**config.mk**
```make
export PLATFORM = sky130hd
export DESIGN_NAME = mem_port_arbiter
export DESIGN_NICKNAME = d
export VERILOG_FILES = /design/src/rtl/mem_port_arbiter.sv
export SDC_FILE = /design/constraint.sdc
export NUM_CORES = 1
export LEC_CHECK = 0
export BUFFER_PORTS_ARGS = -buffer_cell sky130_fd_sc_hd__buf_2
export CORE_ASPECT_RATIO = 0.75
export CORE_MARGIN = 2
export CORE_UTILIZATION = 35
export DETAILED_ROUTE_END_ITERATION = 10
export GPL_TIMING_DRIVEN = 0
export PLACE_DENSITY = 0.62
export SLEW_MARGIN = 10
export SYNTH_ARGS = -nofsm -noshare
export SYNTH_HDL_FRONTEND = slang
export SYNTH_SLANG_ARGS = --single-unit
```
**constraint.sdc**
```tcl
create_clock -name clk -period 3.5 [get_ports clk]
set_input_delay 0 -clock clk [delete_from_list [all_inputs] [get_ports clk]]
set_output_delay 0 -clock clk [all_outputs]
set_load 0.005 [all_outputs]
```
**src/rtl/mem_port_arbiter.sv**
```systemverilog
// Three-way arbiter for memory port B: VGA reads have priority, SNES writes and CPU
// accesses share round-robin, and a starvation counter lets either one override VGA.
module mem_port_arbiter #(
    parameter int ADDR_WIDTH   = 16,
    parameter int DATA_WIDTH   = 16,
    parameter int STARVE_LIMIT = 8
) (
    input  logic                  clk,
    input  logic                  reset,
    input  logic                  vga_req,
    input  logic [ADDR_WIDTH-1:0] vga_addr,
    output logic                  vga_gnt,
    output logic                  vga_rvalid,
    input  logic                  snes_req,
    input  logic [ADDR_WIDTH-1:0] snes_addr,
    input  logic [DATA_WIDTH-1:0] snes_wdata,
    output logic                  snes_gnt,
    input  logic                  cpu_req,
    input  logic                  cpu_we,
    input  logic [ADDR_WIDTH-1:0] cpu_addr,
    input  logic [DATA_WIDTH-1:0] cpu_wdata,
    output logic                  cpu_gnt,
    output logic                  cpu_rvalid,
    output logic [DATA_WIDTH-1:0] rdata,
    output logic                  mem_we,
    output logic [ADDR_WIDTH-1:0] mem_addr,
    output logic [DATA_WIDTH-1:0] mem_wdata,
    input  logic [DATA_WIDTH-1:0] mem_rdata,
    output logic                  busy
);

    typedef enum logic [1:0] {IDLE, ISSUE, WAIT} state_t;
    typedef enum logic [1:0] {W_VGA, W_SNES, W_CPU} who_t;

    state_t     state;
    who_t       owner;
    who_t       sel;
    logic       sel_valid;
    logic       rr_cpu;
    logic [3:0] snes_cnt;
    logic [3:0] cpu_cnt;
    logic       snes_hot;
    logic       cpu_hot;

    assign busy = (state != IDLE);

    always_comb begin
        snes_hot  = snes_req && (int'(snes_cnt) >= STARVE_LIMIT);
        cpu_hot   = cpu_req && (int'(cpu_cnt) >= STARVE_LIMIT);
        sel_valid = vga_req || snes_req || cpu_req;
        sel       = W_VGA;
        if (snes_hot && cpu_hot)       sel = rr_cpu ? W_CPU : W_SNES;
        else if (snes_hot)             sel = W_SNES;
        else if (cpu_hot)              sel = W_CPU;
        else if (vga_req)              sel = W_VGA;
        else if (snes_req && cpu_req)  sel = rr_cpu ? W_CPU : W_SNES;
        else if (snes_req)             sel = W_SNES;
        else if (cpu_req)              sel = W_CPU;
    end

    // Grant, address, data and write enable are registered on the arbitration edge so
    // they are valid for exactly the ISSUE cycle; mem_we also records the direction.
    always_ff @(posedge clk or negedge reset) begin
        if (!reset) begin
            state      <= IDLE;
            owner      <= W_VGA;
            rr_cpu     <= 1'b0;
            snes_cnt   <= '0;
            cpu_cnt    <= '0;
            vga_gnt    <= 1'b0;
            snes_gnt   <= 1'b0;
            cpu_gnt    <= 1'b0;
            vga_rvalid <= 1'b0;
            cpu_rvalid <= 1'b0;
            rdata      <= '0;
            mem_we     <= 1'b0;
            mem_addr   <= '0;
            mem_wdata  <= '0;
        end else begin
            vga_gnt    <= 1'b0;
            snes_gnt   <= 1'b0;
            cpu_gnt    <= 1'b0;
            vga_rvalid <= 1'b0;
            cpu_rvalid <= 1'b0;
            mem_we     <= 1'b0;
            case (state)
                IDLE: begin
                    if (!snes_req || sel == W_SNES) snes_cnt <= '0;
                    else if (snes_cnt != '1)         snes_cnt <= snes_cnt + 4'd1;
                    if (!cpu_req || sel == W_CPU)   cpu_cnt <= '0;
                    else if (cpu_cnt != '1)          cpu_cnt <= cpu_cnt + 4'd1;
                    if (sel_valid) begin
                        owner <= sel;
                        state <= ISSUE;
                        case (sel)
                            W_SNES: begin
                                snes_gnt  <= 1'b1;
                                mem_addr  <= snes_addr;
                                mem_wdata <= snes_wdata;
                                mem_we    <= 1'b1;
                                rr_cpu    <= ~rr_cpu;
                            end
                            W_CPU: begin
                                cpu_gnt   <= 1'b1;
                                mem_addr  <= cpu_addr;
                                mem_wdata <= cpu_wdata;
                                mem_we    <= cpu_we;
                                rr_cpu    <= ~rr_cpu;
                            end
                            default: begin
                                vga_gnt   <= 1'b1;
                                mem_addr  <= vga_addr;
                            end
                        endcase
                    end
                end
                ISSUE: state <= mem_we ? IDLE : WAIT;
                WAIT: begin
                    rdata <= mem_rdata;
                    state <= IDLE;
                    case (owner)
                        W_VGA:   vga_rvalid <= 1'b1;
                        W_CPU:   cpu_rvalid <= 1'b1;
                        default: ;
                    endcase
                end
                default: state <= IDLE;
            endcase
        end
    end

endmodule
```
; ---- Word-level counts from Yosys, hierarchy flattened
; Index checks and enable logic that the tools add are counted.
[classes]
n_lt_le_gt_ge = 2
n_eq_ne = 8
reduce_logical = 22
n_bitwise = 1
add_sub_neg = 2
mux = 33
[ops]
columns = op, n
row1 = 16-bit one-hot mux with 2 select lines, 2
row2 = 2-bit 2-to-1 mux, 10
row3 = 4-bit 2-to-1 mux, 4
row4 = 1-bit 2-to-1 mux, 15
row5 = 4-bit by 1-bit adder with 4-bit output (second input constant), 2
row6 = 4-bit greater-or-equal comparator (second input constant), 2
row7 = 4-bit != test (second input constant), 2
row8 = 2-bit nonzero test, 4
row9 = 2-bit == test (second input constant), 3
row10 = 2-bit AND reduction, 3
row11 = 3-bit AND reduction, 2
row12 = 2-bit by 1-bit == test with 1-bit output (second input constant), 2
row13 = 1-bit logical AND, 4
row14 = 2-bit logical NOT, 2
row15 = 1-bit logical OR, 4
row16 = 2-bit one-hot mux with 2 select lines, 1
row17 = 1-bit logical NOT, 2
row18 = 2-bit != test (second input constant), 1
row19 = 1-bit one-hot mux with 2 select lines, 1
row20 = 2-bit OR reduction, 1
row21 = 1-bit NOT, 1
[totals]
wordCells = 82
register_bits = 67
inputBits = 102
output_inout_bits = 55

; ---- Depth between registers and ports, before layout
; Gate-level depths: netlist (run 1).
[depth]
word_depth = 12
ltp_mapped = 9
depth_no_buf = 7

; ---- Worst setup path before layout (run 1)
; OpenSTA, ideal clock, no wires.
[synth_path]
kind = flip-flop to flip-flop
startpoint = register snes_cnt[3]
endpoint = register mem_wdata[10]
required_ps = 3375
path_stages_with_launch = 8
path_slack_ps = 864
t_arrival_ps = 2511
path_cell_list = dfrtp_1 -> a21boi_0 -> o311ai_0 -> ha_1 -> clkbuf_1 -> nor3_4 -> buf_6 -> mux2_2
[synth_between]
elab_chain_len = 7
elab_cells_between_ends = 10
cone_classes = order compare: 1 / eq/ne: 2 / mux: 3 / reduce/logical: 4
[synth_lines]
columns = item, line
row1 = from (decl), 40  ; logic [3:0] snes_cnt;
row2 = from (signal assigned), 89  ; else if (snes_cnt != '1) snes_cnt <= snes_cnt + 4'd1;
row3 = 4-bit greater-or-equal comparator *, 48  ; snes_hot = snes_req && (int'(snes_cnt) >= STARVE_LIMIT);
row4 = 1-bit logical AND *, 48
row5 = 2-bit 2-to-1 mux / 1-bit logical AND (equally long branches), "53, 52"
row6 = 2-bit 2-to-1 mux *, 52  ; if (snes_hot && cpu_hot) sel = rr_cpu ? W_CPU : W_SNES;
row7 = 2-bit by 1-bit == test with 1-bit output / 2-bit == test (equally long branches), 95  ; case (sel)
row8 = 2-bit nonzero test (no line), -
row9 = 3-bit AND reduction (no line), -
row10 = to (signal assigned), 99  ; mem_wdata <= snes_wdata;
row11 = to (signal assigned), 106  ; mem_wdata <= cpu_wdata;
row12 = to (decl), 27  ; output logic [DATA_WIDTH-1:0] mem_wdata,
; Mark *: on every way between the ends. The rest lies on a longest branch, timed or not.
; A chain may end at the register's enable or synchronous reset.

; ---- Worst setup path in the final report (run 1)
[layout_path]
startpoint = register snes_cnt[3]
endpoint = register mem_wdata[8]
; The elaborated chain is that of the path after synthesis.

==> results of run 1 <==
==> logic make-up after synthesis <==
logic type | share of synthesized area
flip-flops | 0.5210
multiplexers | 0.2239
AO/OA/AOI/OAI | 0.1128
AND/OR/NAND/NOR | 0.07893
buffers and inverters | 0.03344
adder cells (fa/ha/maj) | 0.02721
XOR/XNOR | 0.002722
==> how the worst max path moves through the flow <==
stage	endpoint	slack (ps)
5_1_grt	mem_wdata[8]	200
6_report	mem_wdata[8]	460
3_3_place_gp	mem_wdata[12]	370
3_5_place_dp	mem_wdata[8]	450
4_1_cts	mem_wdata[8]	440
2_1_floorplan	mem_wdata[10]	860
==> worst max-delay path: cells and delay by family (launching register included) <==
family / cells / cell delay, ps
AO/OA/AOI/OAI: 2 / 860
adder cells (fa/ha/maj): 1 / 260
buffers and inverters: 2 / 710
flip-flops: 1 / 430
multiplexers: 2 / 670
==> cell usage after synthesis (all sizes together) (2+ instances only) <==
library cell	count	area, µm²
nor2	3	18.77
nor3b	2	15.01
nand3	3	15.01
and2	4	25.02
nor3	3	31.28
mux2	64	720.7
clkbuf	8	30.03
buf	8	43.79
a22oi	16	120.1
a32o	2	20.02
nand2b	4	25.02
dfrtp	67	1677
ha	7	87.58
a31oi	2	12.51
a21oi	8	40.04
nand2	20	75.07
a21boi	2	15.01
nor2b	3	18.77
o21ai	21	105.1
inv	9	33.79
==> stage by stage <==
step                      hold slack, ps  cell area [µm²]
after global placement             233.6             4139
after global routing               12.25             4664
final                              14.89             4664
after detailed placement          -196.1             4169
after CTS                          4.536             4664
after floorplan                   -295.6             3218
==> state kept, by name (all words and copies together), names as in the netlist <==
| register | cells |
|---|---|
| mem_addr | 16 |
| owner | 2 |
| state | 2 |
| snes_cnt | 4 |
| snes_gnt | 1 |
| cpu_gnt | 1 |
| vga_gnt | 1 |
| vga_rvalid | 1 |
| cpu_cnt | 4 |
| rr_cpu | 1 |
| cpu_rvalid | 1 |
| rdata | 16 |
| mem_we | 1 |
| mem_wdata | 16 |
==> cell type report <==
cell class / count / area (µm²)
inverter: 9 / 33.78
timing repair buffer: 176 / 1001
tap: 112 / 140.1
sequential: 67 / 1677
buffer: 16 / 73.82
fill: 814 / 4344
clock buffer: 12 / 256.5
multi-input combinational: 175 / 1434
clock inverter: 4 / 48.80
==> report_power, final <==
group / internal, W / leakage (nW) / total (W) / switching, W
sequential: 0.00113 / 0.825 / 0.00132 / 0.000193
clock: 0.000588 / 0.153 / 0.000896 / 0.000308
combinational: 0.000711 / 1.31 / 0.00129 / 0.000584
==> metal layers <==
metal  track usage  up-vias  wire length [µm]
met4       0.05805        0               129
li1              -     1339                 -
met3       0.04802       12               458
met2        0.2792       90              3901
met5             0        -                 0
met1        0.2068     1282              3512
==> impl_metrics.py, run 1 <==
metrics = {
    "run_status": {
        "status": "complete, no violations",
    },
    "floorplanning": {
        "num_io_pins": 157,
        "die_x_um": 114.7,
        "die_y_um": 87.04,
        "rows": 30,
        "coreArea_mm2": 0.009009,
        "dieArea_mm2": 0.009985,
        "start_util": 0.3572,
    },
    "global_routing": {
        "grt_pass1_wl_um": 13040,
        "grt_pass1_vias": 2697,
        "grt_overflow": 0,
        "grt_antenna_before_repair": 0,
        "grt.total_usage": 0.1663,
        "grt_max_degree": 66,
    },
    "critical_path": {
        "critPathRequiredTime_ps": 3700,
        "r2r_setup_slack_ps": 460,
        "crit_start": "snes_cnt[3]",
        "path_class": "reg -> reg",
        "crit_fanout": 10,
        "cp.arrival_ps": 3250,
        "crit_chain": "a21boi_0 -> o311ai_0 -> ha_1 -> clkbuf_1 -> buf_2 -> mux2_2 -> mux2_1",
        "worstRegToRegCells": 7,
        "crit_slowest_cell": "o311ai_0",
        "regToRegStartpoint": "snes_cnt[3]",
        "end_kind": "flip-flop",
        "critPathMaxStageDelay_ps": 700,
        "reg2reg_to": "mem_wdata[8]",
        "cp-start-kind": "flip-flop",
    },
    "placement": {
        "dp.cells": 536,
        "place_congestion": 0.7539,
        "place_ws_ps": 452.5,
        "dp.final_hpwl_um": 5779,
        "port_buffers": 156,
    },
    "clock_tree": {
        "clock_sinks": 67,
        "postCtsResizedCells": 0,
        "clock_latency_ps": 320,
        "clk_pin_slew_worst_paths_ps": 50,
        "cts-root-buf": "clkbuf_16",
        "htree_num_levels": 3,
        "cts_tree": "yes",
        "cts_hold_buffers": 19,
        "clockBufferDepth": 2,
        "post_cts_buffers": 0,
        "cts_buffers": 9,
    },
    "min_path": {
        "worstHoldPathCells": 4,
        "worst_hold_path.endpoint": "mem_addr[7]",
        "min_from": "vga_addr[7]",
        "min_path_type": "in -> reg",
    },
    "sta": {
        "finalCritPeriodShare": 0.8691,
        "grt_setup_unrepaired": "false",
        "tightest_slew_ps": 770.1,
        "fin_setup_tns_ps": 0,
        "relSlewSlack": 0.4801,
        "period_minus_slack_ps": 3042,
        "hold_violations": 0,
        "setup_viol": 0,
        "final_max_slew_viol_count": 0,
        "fin_ws_ps": 458.2,
        "fmax_ghz": 0.3288,
        "fin_skew_ps": 6.401,
    },
    "cells_and_area": {
        "nNetsFinal": 563,
        "synthToLayoutAreaGrowth_pct": 44.95,
        "final_cell_mix": "buf_2 (160), dfrtp_1 (67), mux2_2 (56), o21ai_0 (21), nand2_1 (20)",
        "n_antenna_cell": 0,
        "instances_no_fill": 571,
        "final_util": 0.5178,
        "layout_commonest_cell": "buf_2",
        "drive_gt1_frac": 0.5229,
    },
    "run": {
        "maxCapViolations": 0,
    },
    "power": {
        "peakVddDrop_mv": 0.3335,
        "p_per_area_mw_per_mm2": 753.7,
        "p_leak_nw": 2.286,
        "finalPower_w": 0.003516,
    },
    "synth": {
        "synth_cell_types": 38,
        "async_flop_share": 1.000,
        "synth_seq_cells": 67,
        "synth-seq-area-share": 0.5210,
        "mappedNetlistNets": 376,
        "synthesis.instances": 267,
        "synth_area_per_cell_um2": 12.05,
        "ys_warn_count": 0,
        "syn_area_mm2": 0.003218,
        "synth_flop_cell": "dfrtp_1",
        "synth-edff-count": 0,
    },
    "routing": {
        "drc": 0,
        "drt_first_pass_iters": 4,
        "vias_per_cell": 4.769,
        "routedWlPerCell_um": 14.01,
        "ant_nets": 0,
        "drtIter0Drc": 84,
        "detailroute.via_count": 2723,
        "wl_um": 8001,
    },
}
(Power assumes the default switching activity.)
==> inputs of run 2 (changes only) <==
- PLACE_DENSITY: 0.62 -> default
==> run 2 against run 1 <==
Effect of this change: wire length is 1.6% higher; combinational power hardly changed; sequential share of layout area decreased by 0.26 points; global-route usage grew 0.33 points; core utilization is 0.38 points higher; total power grew 4.3%; register-to-register slack lost 30 ps; clock skew is 3.6 ps lower; critical path depth unchanged.
==> impl_metrics.py, run 2 (synthesized netlist as in run 1, its figures left out) <==
metrics = {
    "run_status": {
        "status": "complete, no violations",
    },
    "routing": {
        "drtIter0Drc": 100,
        "wl_um": 8132,
        "detailroute.via_count": 2722,
        "drc": 0,
        "drt_first_pass_iters": 4,
        "vias_per_cell": 4.775,
        "routedWlPerCell_um": 14.27,
        "ant_nets": 0,
    },
    "power": {
        "p_leak_nw": 2.296,
        "p_per_area_mw_per_mm2": 780.5,
        "peakVddDrop_mv": 0.2668,
    },
    "sta": {
        "hold_violations": 0,
        "fin_ws_ps": 425.5,
        "fin_setup_tns_ps": 0,
        "relSlewSlack": 0.4429,
        "period_minus_slack_ps": 3074,
        "finalCritPeriodShare": 0.8784,
        "fmax_ghz": 0.3253,
        "tightest_slew_ps": 825.1,
        "whs_ps": 13.17,
        "fin_skew_ps": 2.785,
        "final_max_slew_viol_count": 0,
        "grt_setup_unrepaired": "false",
        "setup_viol": 0,
    },
    "critical_path": {
        "path_class": "reg -> reg",
        "path_buf_inv": 2,
        "regToRegStartpoint": "snes_cnt[3]",
        "worstRegToRegCells": 7,
        "r2r_setup_slack_ps": 430,
        "crit_slowest_cell": "o311ai_0",
        "crit_start": "snes_cnt[3]",
        "crit_chain": "a21boi_0 -> o311ai_0 -> ha_1 -> clkbuf_1 -> buf_2 -> mux2_2 -> mux2_1",
        "cp-start-kind": "flip-flop",
        "cp.arrival_ps": 3280,
        "cp_top_family": "compound AO/OA/AOI/OAI gates",
        "critPathRequiredTime_ps": 3710,
        "end_kind": "flip-flop",
        "crit_fanout": 10,
        "critPathMaxStageDelay_ps": 720,
        "cp.depth": 7,
    },
    "floorplanning": {
        "num_io_pins": 157,
        "die_x_um": 114.7,
        "coreArea_mm2": 0.009009,
        "start_util": 0.3572,
        "rows": 30,
        "die_y_um": 87.04,
        "dieArea_mm2": 0.009985,
    },
    "cells_and_area": {
        "final_util": 0.5215,
        "layout_commonest_cell": "buf_2",
        "drive_gt1_frac": 0.5262,
        "nNetsFinal": 562,
        "synthToLayoutAreaGrowth_pct": 46.00,
        "seq_area_mm2": 0.001677,
        "multi_input_area_mm2": 0.001434,
        "final_cell_mix": "buf_2 (160), dfrtp_1 (67), mux2_2 (56), o21ai_0 (21), nand2_1 (20)",
        "n_antenna_cell": 0,
        "top_regs": "mem_addr x16, mem_wdata x16, rdata x16",
        "design_area_mm2": 0.004698,
        "nFillCells": 831,
    },
    "placement": {
        "dp.final_hpwl_um": 5947,
        "port_buffers": 156,
        "place_ws_ps": 404.6,
        "postPlaceCellArea_mm2": 0.004169,
        "place_congestion": 0.7649,
    },
    "min_path": {
        "min_from": "vga_addr[12]",
        "min_path_type": "in -> reg",
        "worstHoldPathCells": 4,
    },
    "clock_tree": {
        "cts-root-buf": "clkbuf_16",
        "clock_sinks": 67,
        "postCtsResizedCells": 0,
        "clock_latency_ps": 320,
        "clockBufferDepth": 2,
        "cts_buffers": 9,
        "post_cts_buffers": 0,
        "cts_tree": "yes",
        "clk_pin_slew_worst_paths_ps": 60,
        "htree_num_levels": 3,
    },
    "global_routing": {
        "grt_pass1_vias": 2732,
        "grt_overflow": 0,
        "grt_antenna_before_repair": 0,
        "grt.total_usage": 0.1696,
        "grt_max_degree": 64,
        "grt_pass1_wl_um": 13170,
    },
    "run": {
        "maxCapViolations": 0,
    },
}
## run 2: cell count changes in the layout (fill, tap and decap cells not counted)
cell / before / now
clkbuf_8: 2 / 0
clkinv_2: 2 / 0
clkinvlp_4: 0 / 1
dlygate4sd3_1: 19 / 18
clkbuf_1: 9 / 8
bufinv_16: 1 / 3
inv_6: 0 / 2
## run 2: repair_timing
item,in CTS,in global routing
hold endpoints to repair,84,0
hold buffers,18,0
endpoints found under the setup margin,0,0
## run 2: metal layers
layer	track usage	wire (µm)	vias to the layer above
li1	-	-	1337
met1	0.2148	3576	1281
met2	0.2851	3962	92
met3	0.04523	479	12
met4	0.05476	114	0
met5	0	0	-
## run 2: tightest hold or removal path, stage by stage
cell	delay (ps)
buf_2	70
nand2_1	30
o21ai_0	60
mux2_2	140
## run 2: power breakdown
group          switching (W)  internal (W)  total (W)
Combinational       0.000589      0.000711    0.00130
Clock               0.000345      0.000702    0.00105
Sequential          0.000191       0.00113    0.00132
## run 2: area by class of cell
| cell class | instances | area share |
|---|---|---|
| plain buffers | 16 | 0.01571 |
| clock buffers | 9 | 0.04794 |
| clock inverters | 7 | 0.02636 |
| inverters | 9 | 0.007190 |
| multi-input cells | 175 | 0.3052 |
| flip-flops and latches | 67 | 0.3569 |
| well taps | 112 | 0.02983 |
| repair buffers | 175 | 0.2109 |
## run 2: final timing paths
check | endpoint
worst max-delay path | mem_wdata[13]
worst min-delay path | mem_addr[12]
worst max register to register | mem_wdata[13]
worst min register to register | state[1]
max in group asynchronous | snes_cnt[0]
min in group asynchronous | mem_wdata[9]
## run 2: metrics by stage
step / instances / power (W)
3_5_place_dp: 536 / 0.002640
4_1_cts: 570 / 0.003727
2_1_floorplan: 267 / 0.002071
3_3_place_gp: 535 / 0.002596
6_report: 570 / 0.003667
5_1_grt: 570 / 0.003926
==> inputs of run 3 (changes only) <==
- ABC_CLOCK_PERIOD_IN_PS: default -> 3500
- GPL_TIMING_DRIVEN: 0 -> default
==> run 3 against run 2 <==
Effect of this change: hold slack better by 5.0 ps; maximum frequency is 3.0% higher; core utilization is 1.5 points lower; sequential power hardly changed; sequential share of layout area is 1.1 points higher; first-iteration DRC count is 34% lower; clock skew is 3.0 ps higher; sequential cell count stayed put; combinational power is 3% lower; wire length is 6.2% lower; critical path depth is 2 lower; non-clock buffer count is 13 lower; critical endpoint is now mem_wdata[12]; largest power group unchanged; highest routed layer unchanged.
==> impl_metrics.py, run 3 (synthesized netlist as in run 1, its figures left out) <==
metrics = {
    "cells_and_area": {
        "nFillCells": 816,
        "multi_input_area_mm2": 0.001434,
        "synthToLayoutAreaGrowth_pct": 41.68,
        "layout_commonest_cell": "buf_2",
        "nNetsFinal": 549,
        "drive_gt1_frac": 0.5282,
        "final_cell_mix": "buf_2 (156), dfrtp_1 (67), mux2_2 (56), o21ai_0 (21), nand2_1 (20)",
        "top_regs": "mem_addr x16, mem_wdata x16, rdata x16",
        "n_antenna_cell": 0,
        "seq_area_mm2": 0.001677,
    },
    "critical_path": {
        "end_kind": "flip-flop",
        "cp.arrival_ps": 3180,
        "cp-start-kind": "flip-flop",
        "regToRegStartpoint": "snes_cnt[3]",
        "crit_fanout": 17,
        "critPathMaxStageDelay_ps": 800,
        "crit_slowest_cell": "ha_1",
        "crit_chain": "a21boi_0 -> o311ai_0 -> ha_1 -> mux2_2 -> mux2_1",
        "path_class": "reg -> reg",
        "critPathRequiredTime_ps": 3690,
        "crit_start": "snes_cnt[3]",
    },
    "power": {
        "swShare": 0.3053,
        "p_switching_w": 0.001050,
        "p_int_w": 0.002389,
        "power_frac_seq": 0.385,
        "p_leak_nw": 2.228,
        "p_per_area_mw_per_mm2": 754.2,
        "pwr-share-clk": 0.249,
        "share_comb_of_total_power": 0.366,
        "peakVddDrop_mv": 0.2979,
    },
    "routing": {
        "met1_length_um": 3399,
        "ant_nets": 0,
        "detailroute.via_count": 2639,
        "wl_met2_um": 3649,
        "top_layer_used": "met4",
        "wl_um": 7631,
        "drc": 0,
        "drtIter0Drc": 66,
        "routedWlPerCell_um": 13.75,
        "drt_first_pass_iters": 4,
        "dr_wl_met3_um": 478,
        "vias_per_cell": 4.755,
    },
    "placement": {
        "port_buffers": 156,
        "dp.final_hpwl_um": 5498,
        "place_congestion": 0.8006,
    },
    "sta": {
        "fin_setup_tns_ps": 0,
        "tightest_slew_ps": 879.0,
        "setup_viol": 0,
        "fmax_ghz": 0.3350,
        "whs_ps": 18.13,
        "relSlewSlack": 0.4066,
        "fin_skew_ps": 5.809,
        "period_minus_slack_ps": 2985,
        "hold_violations": 0,
        "final_max_slew_viol_count": 0,
        "finalCritPeriodShare": 0.8529,
        "grt_setup_unrepaired": "false",
    },
    "clock_tree": {
        "cts-root-buf": "clkbuf_16",
        "cts_buffers": 9,
        "htree_num_levels": 3,
        "cts_tree": "yes",
        "clk_pin_slew_worst_paths_ps": 50,
        "postCtsResizedCells": 0,
        "clock_latency_ps": 320,
        "clock_sinks": 67,
        "clockBufferDepth": 2,
    },
    "floorplanning": {
        "die_x_um": 114.7,
        "start_util": 0.3572,
        "dieArea_mm2": 0.009985,
        "die_y_um": 87.04,
        "coreArea_mm2": 0.009009,
        "rows": 30,
        "num_io_pins": 157,
    },
    "global_routing": {
        "grt_antenna_before_repair": 0,
        "grt.total_usage": 0.1565,
        "grt_pass1_wl_um": 12360,
        "grt_max_degree": 40,
        "grt_overflow": 0,
        "grt_pass1_vias": 2608,
    },
    "run_status": {
        "status": "complete, no violations",
    },
    "run": {
        "maxCapViolations": 0,
    },
    "min_path": {
        "min_from": "vga_addr[1]",
        "min_path_type": "in -> reg",
    },
}
## run 3: layer usage
| layer | vias to the layer above | global-route usage |
|---|---|---|
| li1 | 1298 | - |
| met1 | 1242 | 0.1983 |
| met2 | 89 | 0.2614 |
| met3 | 10 | 0.04662 |
| met4 | 0 | 0.04600 |
| met5 | - | 0 |
## run 3: path summary, 6_finish.rpt
kind	endpoint	cells past startpoint	slack [ps]
setup reg to reg	mem_wdata[12]	5	510
setup / recovery	mem_wdata[12]	5	510
hold reg to reg	state[1]	1	420
hold / removal	mem_addr[1]	4	20
max in group asynchronous	owner[0]	3	2240
min in group asynchronous	mem_wdata[9]	2	330
## run 3: layout make-up
type	count	share of cell area
inverters	9	0.007409
clock inverters	2	0.008233
multi-input cells	175	0.3145
well taps	112	0.03074
flip-flops and latches	67	0.3677
clock buffers	12	0.05406
repair buffers	178	0.2173
## run 3: worst max-delay path: cells and delay by family (launching register included)
family / cells / cell delay [ps]
adder cells (fa/ha/maj): 1 / 800
multiplexers: 2 / 700
AO/OA/AOI/OAI: 2 / 930
flip-flops: 1 / 430
## run 3: what timing repair did
action	in CTS	in global routing
setup endpoints to repair	0	0
setup buffers	0	0
endpoints found under the hold margin	55	0
hold buffers	18	0
## run 3: metrics by stage
| step | total power (W) | utilization | instance area (µm²) | worst slack [ps] | std cells |
|---|---|---|---|---|---|
| after floorplan | 0.002071 | - | 3218 | 864.3 | 267 |
| after global placement | 0.002565 | 0.4546 | 4095 | 651.0 | 523 |
| after detailed placement | 0.002598 | 0.4546 | 4095 | 525.9 | 523 |
| after CTS | 0.003494 | 0.5061 | 4559 | 507.3 | 555 |
| after global routing | 0.003694 | 0.5061 | 4559 | 384.9 | 555 |
| final | 0.003439 | 0.5061 | 4559 | 514.8 | 555 |
## run 3: power by group through the flow
stage,combinational (W),clock (W),sequential (W)
2_1_floorplan,0.000724,0,0.00135
5_1_grt,0.00140,0.000918,0.00138
6_report,0.00126,0.000857,0.00132
3_5_place_dp,0.00127,0,0.00133
4_1_cts,0.00128,0.000885,0.00132
3_3_place_gp,0.00124,0,0.00132
